===== config.mk =====
export PLATFORM = sky130hd
export DESIGN_NAME = stream_packer
export DESIGN_NICKNAME = d
export VERILOG_FILES = /design/src/rtl/stream_packer.sv
export SDC_FILE = /design/constraint.sdc
export NUM_CORES = 1
export LEC_CHECK = 0
export BUFFER_PORTS_ARGS = -buffer_cell sky130_fd_sc_hd__buf_2
export CORE_ASPECT_RATIO = 1.2
export CORE_UTILIZATION = 54
export CTS_BUF_LIST = sky130_fd_sc_hd__clkbuf_16
export DETAILED_ROUTE_END_ITERATION = 10
export HOLD_SLACK_MARGIN = 0.02
export PLACE_DENSITY = 0.87
export SYNTH_ARGS = -nofsm -noshare
export SYNTH_HDL_FRONTEND = slang
export SYNTH_SLANG_ARGS = --single-unit

===== constraint.sdc =====
create_clock -name clk -period 2.58 [get_ports clk]
set_clock_uncertainty 0.1 [all_clocks]
set_input_delay 0.258 -clock clk [delete_from_list [all_inputs] [get_ports clk]]
set_output_delay 0.258 -clock clk [all_outputs]
set_load 0.01 [all_outputs]

===== src/rtl/stream_packer.sv =====
// rtl/stream_packer.sv - packs RATIO narrow beats into one wide word with keep/last
// Accumulator fills lanes in order; a completed word moves to the output register when it is free.
module stream_packer #(
   parameter int IN_WIDTH = 8,
   parameter int RATIO    = 4
) (
   input  logic                         clk,
   input  logic                         reset,
   input  logic                         i_valid,
   output logic                         i_ready,
   input  logic [IN_WIDTH-1:0]          i_data,
   input  logic                         i_last,
   output logic                         o_valid,
   input  logic                         o_ready,
   output logic [IN_WIDTH*RATIO-1:0]    o_data,
   output logic [RATIO-1:0]             o_keep,
   output logic                         o_last
);

   localparam int W  = IN_WIDTH * RATIO;
   localparam int CW = (RATIO > 1) ? $clog2(RATIO) : 1;

   typedef enum logic {FILLING, COMPLETE} state_t;

   state_t          state_q, state_d;
   logic [CW-1:0]   cnt_q, cnt_d;
   logic [W-1:0]    acc_data_q, acc_data_d;
   logic [RATIO-1:0] acc_keep_q, acc_keep_d;
   logic            acc_last_q, acc_last_d;
   logic [W-1:0]    out_data_q, out_data_d;
   logic [RATIO-1:0] out_keep_q, out_keep_d;
   logic            out_last_q, out_last_d;
   logic            out_valid_q, out_valid_d;
   logic            load;
   logic            insert;

   // Ready depends only on registers, so no combinational path from either handshake partner.
   assign i_ready = (state_q != COMPLETE) || !out_valid_q;
   assign load    = (state_q == COMPLETE) && (!out_valid_q || o_ready);
   assign insert  = i_valid && i_ready;

   assign o_valid = out_valid_q;
   assign o_data  = out_data_q;
   assign o_keep  = out_keep_q;
   assign o_last  = out_last_q;

   always_comb begin
      state_d     = state_q;
      cnt_d       = cnt_q;
      acc_data_d  = acc_data_q;
      acc_keep_d  = acc_keep_q;
      acc_last_d  = acc_last_q;
      out_data_d  = out_data_q;
      out_keep_d  = out_keep_q;
      out_last_d  = out_last_q;
      out_valid_d = out_valid_q;

      if (load) begin
         out_data_d  = acc_data_q;
         out_keep_d  = acc_keep_q;
         out_last_d  = acc_last_q;
         out_valid_d = 1'b1;
         state_d     = FILLING;
         cnt_d       = '0;
         acc_data_d  = '0;
         acc_keep_d  = '0;
         acc_last_d  = 1'b0;
      end else if (out_valid_q && o_ready) begin
         out_valid_d = 1'b0;
      end

      // An insert only happens in FILLING or alongside a load, so it always lands on a filling accumulator.
      if (insert) begin
         for (int k = 0; k < RATIO; k++) begin
            if (cnt_d == CW'(k)) begin
               acc_data_d[k*IN_WIDTH +: IN_WIDTH] = i_data;
               acc_keep_d[k]                      = 1'b1;
            end
         end
         if ((cnt_d == CW'(RATIO-1)) || i_last) begin
            state_d    = COMPLETE;
            acc_last_d = i_last;
         end else begin
            cnt_d = cnt_d + 1'b1;
         end
      end
   end

   always_ff @(posedge clk or posedge reset) begin
      if (reset) begin
         state_q     <= FILLING;
         cnt_q       <= '0;
         acc_data_q  <= '0;
         acc_keep_q  <= '0;
         acc_last_q  <= 1'b0;
         out_data_q  <= '0;
         out_keep_q  <= '0;
         out_last_q  <= 1'b0;
         out_valid_q <= 1'b0;
      end else begin
         state_q     <= state_d;
         cnt_q       <= cnt_d;
         acc_data_q  <= acc_data_d;
         acc_keep_q  <= acc_keep_d;
         acc_last_q  <= acc_last_d;
         out_data_q  <= out_data_d;
         out_keep_q  <= out_keep_d;
         out_last_q  <= out_last_d;
         out_valid_q <= out_valid_d;
      end
   end

endmodule


==> reports/metrics.cfg <==
[timing]
final-hold-violation-count=0
period_share_pct=76.7
slew_viol_final=0
max_slew_margin_pct=48.8
fmax_mhz=506
tightest_slew_ns=0.767
min_period_ns=1.98
tns_ns=0
setup_viol=0
rsz0062_at_grt=false

[setup_path]
start_kind=register
critPathArrivalTime_ns=2.08
critPathMaxFanout=28
reg2reg_to=o_data[15]
cp-end-kind=register
path_class=register to register
required_ns=2.68
r2r_start=o_valid
r2r_cells=4
regToRegSetupSlack_ns=0.60

[yosys]
ys_seq_area_share_pct=62.1
syn_area_per_cell_um2=16.8
syn_nets=200
yosysUniqueCellTypes=26
postSynthCellCount=187
synth_area_um2=3150
synth-warning-count=0
ys_ff_latch=78

[clocking]
cts_tree=built
cts_made_buffers=9
cts_root_buf=clkbuf_16
cts-resized-gates=0
clk_path_buf_depth=2
htreeDepth=3
clock-sinks=78
clk_pin_slew_ns=0.06
clk_latency_ns=0.32

[detailed_routing]
vias_per_cell=5.89
first_pass_iters=5
drtIter0Drc=109
wl_per_cell_um=19.1
wirelength_mm=5.88
num_vias=1814
drc=0
ant_nets=0

[power_and_ir_drop]
clkPwrFrac_pct=24.1
netSwitchingPower_uw=1440
p_comb_share_pct=31.6
peakVddDrop_mv=0.675
p_leak_uw=0.00200
p_int_uw=3350
power.density_nw_per_um2=1300
seqPwrFrac_pct=44.2
power_switching_share_pct=30.0

[grt]
globalRouteMet1Util_pct=29.3
globalRouteMet2Util_pct=30.3
track_usage_pct=20.7
grt_pass1_vias=1721
grt_max_degree=43
grt.busiest_layer=met2
met3_usage_pct=5.41
grt_pass1_wl_mm=9.22
antenna_found_initial=0
globalRouteOverflowTotal=0

[hold_path]
whs_endpoint=state_q
hp-start=o_ready
hold_class=primary input to register
hold_depth=2

[floorplan]
initial_core_util_pct=55.9
ioPinCount=52
core_area_um2=5630
rows=30
dieArea_um2=6140
fp.dieH_um=85.6
die_width_um=71.7

[place]
dp_hpwl_mm=3.87
finalWeightedCongestion=0.756
numPortBuffers=51
dp_cells=293

[flow_run]
drv_cap=0

[final_layout]
syn2layout_area_growth_pct=17.3
instances_no_fill=308
final_layout_size_suffix_gt1_share_pct=44.7
layout.nets=254
n_antenna_cell=0

[outcome]
outcome=finished, final reports clean

[critical path, stage by stage (launching register included)]
cell and delay [ns]:
dfrtp_1 0.42, nand2b_1 0.44, nand2_4 0.29, buf_12 0.28, mux2_4 0.32
[cells in the final DEF (no fill, tap or decap)]
| master | Yosys | layout |
|---|---|---|
| dfrtp_1 | 78 | 78 |
| buf_2 | 1 | 51 |
| mux2_4 | 36 | 36 |
| a22o_1 | 32 | 32 |
| clkbuf_16 | 0 | 9 |
| inv_1 | 3 | 5 |
| a21o_1 | 4 | 4 |
| nand2b_1 | 2 | 2 |
| and4b_1 | 2 | 2 |
| a21oi_2 | 2 | 2 |
| and4bb_1 | 2 | 2 |
| a21oi_4 | 2 | 2 |
| buf_12 | 0 | 2 |
| nand2_4 | 1 | 1 |
| nand2_2 | 1 | 1 |
| nand3_1 | 1 | 1 |
| a21boi_0 | 1 | 1 |
| mux2i_1 | 1 | 1 |
| nor4b_2 | 1 | 1 |
| a31o_1 | 1 | 1 |
| a32o_1 | 1 | 1 |
| a41oi_1 | 1 | 1 |
| a21oi_1 | 1 | 1 |
| a31oi_1 | 1 | 1 |
| o21ai_0 | 1 | 1 |
| inv_2 | 0 | 1 |
| mux2_2 | 1 | 1 |
| clkinv_2 | 0 | 1 |
| bufinv_16 | 0 | 1 |
| dlygate4sd3_1 | 0 | 1 |
[registers in the layout (all words and copies together), names as in the netlist]
| signal | cells |
|---|---|
| o_last | 1 |
| acc_last_q | 1 |
| state_q | 1 |
| o_data | 32 |
| acc_data_q | 32 |
| acc_keep_q | 4 |
| o_keep | 4 |
| cnt_q | 2 |
| o_valid | 1 |
[repair_timing]
action,4_1_cts,5_1_grt
setup buffers,0,0
hold endpoints to repair,36,0
hold buffers,1,0
[cell families after synthesis]
group	after synthesis	share of synthesized area (%)
AOI/OAI and AO/OA	47	13.1
and+or+nand+nor	10	3.02
DFF	78	62.1
muxes	38	17.9
buffers and inverters	14	3.98
[per-layer routing]
layer / share of wire, % / vias to the layer above
li1: - / 818
met1: 47 / 925
met2: 47 / 60
met3: 4.4 / 11
met4: 1.7 / 0
met5: 0 / -
[cells in the mapped netlist, drive strengths merged]
library cell / n / area [um^2]
a21boi: 1 / 7.51
a21o: 4 / 30.0
a21oi: 5 / 55.1
a22o: 32 / 280
a31o: 1 / 8.76
a31oi: 1 / 6.26
a32o: 1 / 10.0
a41oi: 1 / 8.76
and4b: 2 / 20.0
and4bb: 2 / 25.0
buf: 11 / 114
dfrtp: 78 / 1950
inv: 3 / 11.3
mux2: 37 / 552
mux2i: 1 / 10.0
nand2: 2 / 17.5
nand2b: 2 / 12.5
nand3: 1 / 5.00
nor4b: 1 / 15.0
o21ai: 1 / 5.00
[layout make-up]
type,instances,area [um^2]
timing repair buffer,54,305
multi-input combinational,95,1070
clock inverter,5,46.3
tap,64,80.1
fill,397,1940
clock buffer,9,225
sequential,78,1950
inverter,3,11.3
[power by group through the flow]
stage          Combinational [uW]  Clock (uW)  Sequential (uW)
2_1_floorplan                1020           0             2150
3_3_place_gp                 1470           0             2110
3_5_place_dp                 1510           0             2130
4_1_cts                      1530        1170             2120
5_1_grt                      1620        1230             2180
6_report                     1510        1150             2120
[how the worst max path moves through the flow]
stage / slack (ns) / end / cells after the start / startpoint
6_report: 0.60 / o_data[15] / 4 / o_valid
4_1_cts: 0.61 / o_data[15] / 4 / o_valid
2_1_floorplan: 0.23 / acc_data_q[0] / 1 / reset
5_1_grt: 0.51 / acc_data_q[31] / 3 / state_q
3_5_place_dp: 0.62 / o_data[23] / 5 / o_ready
3_3_place_gp: 0.68 / o_last / 5 / o_ready
[through the flow]
step	util (%)	power (uW)	area, um^2	hold WS, ns	setup WS (ns)
detailed placement	60.5	3640	3410	0.345	0.621
global placement	60.5	3580	3410	0.329	0.678
global route	65.5	5020	3690	0.0452	0.505
floorplan	-	3170	3150	0.269	0.227
finish	65.5	4780	3690	0.0371	0.602
CTS	65.5	4820	3690	0.0392	0.607
(Power assumes the default switching activity.)
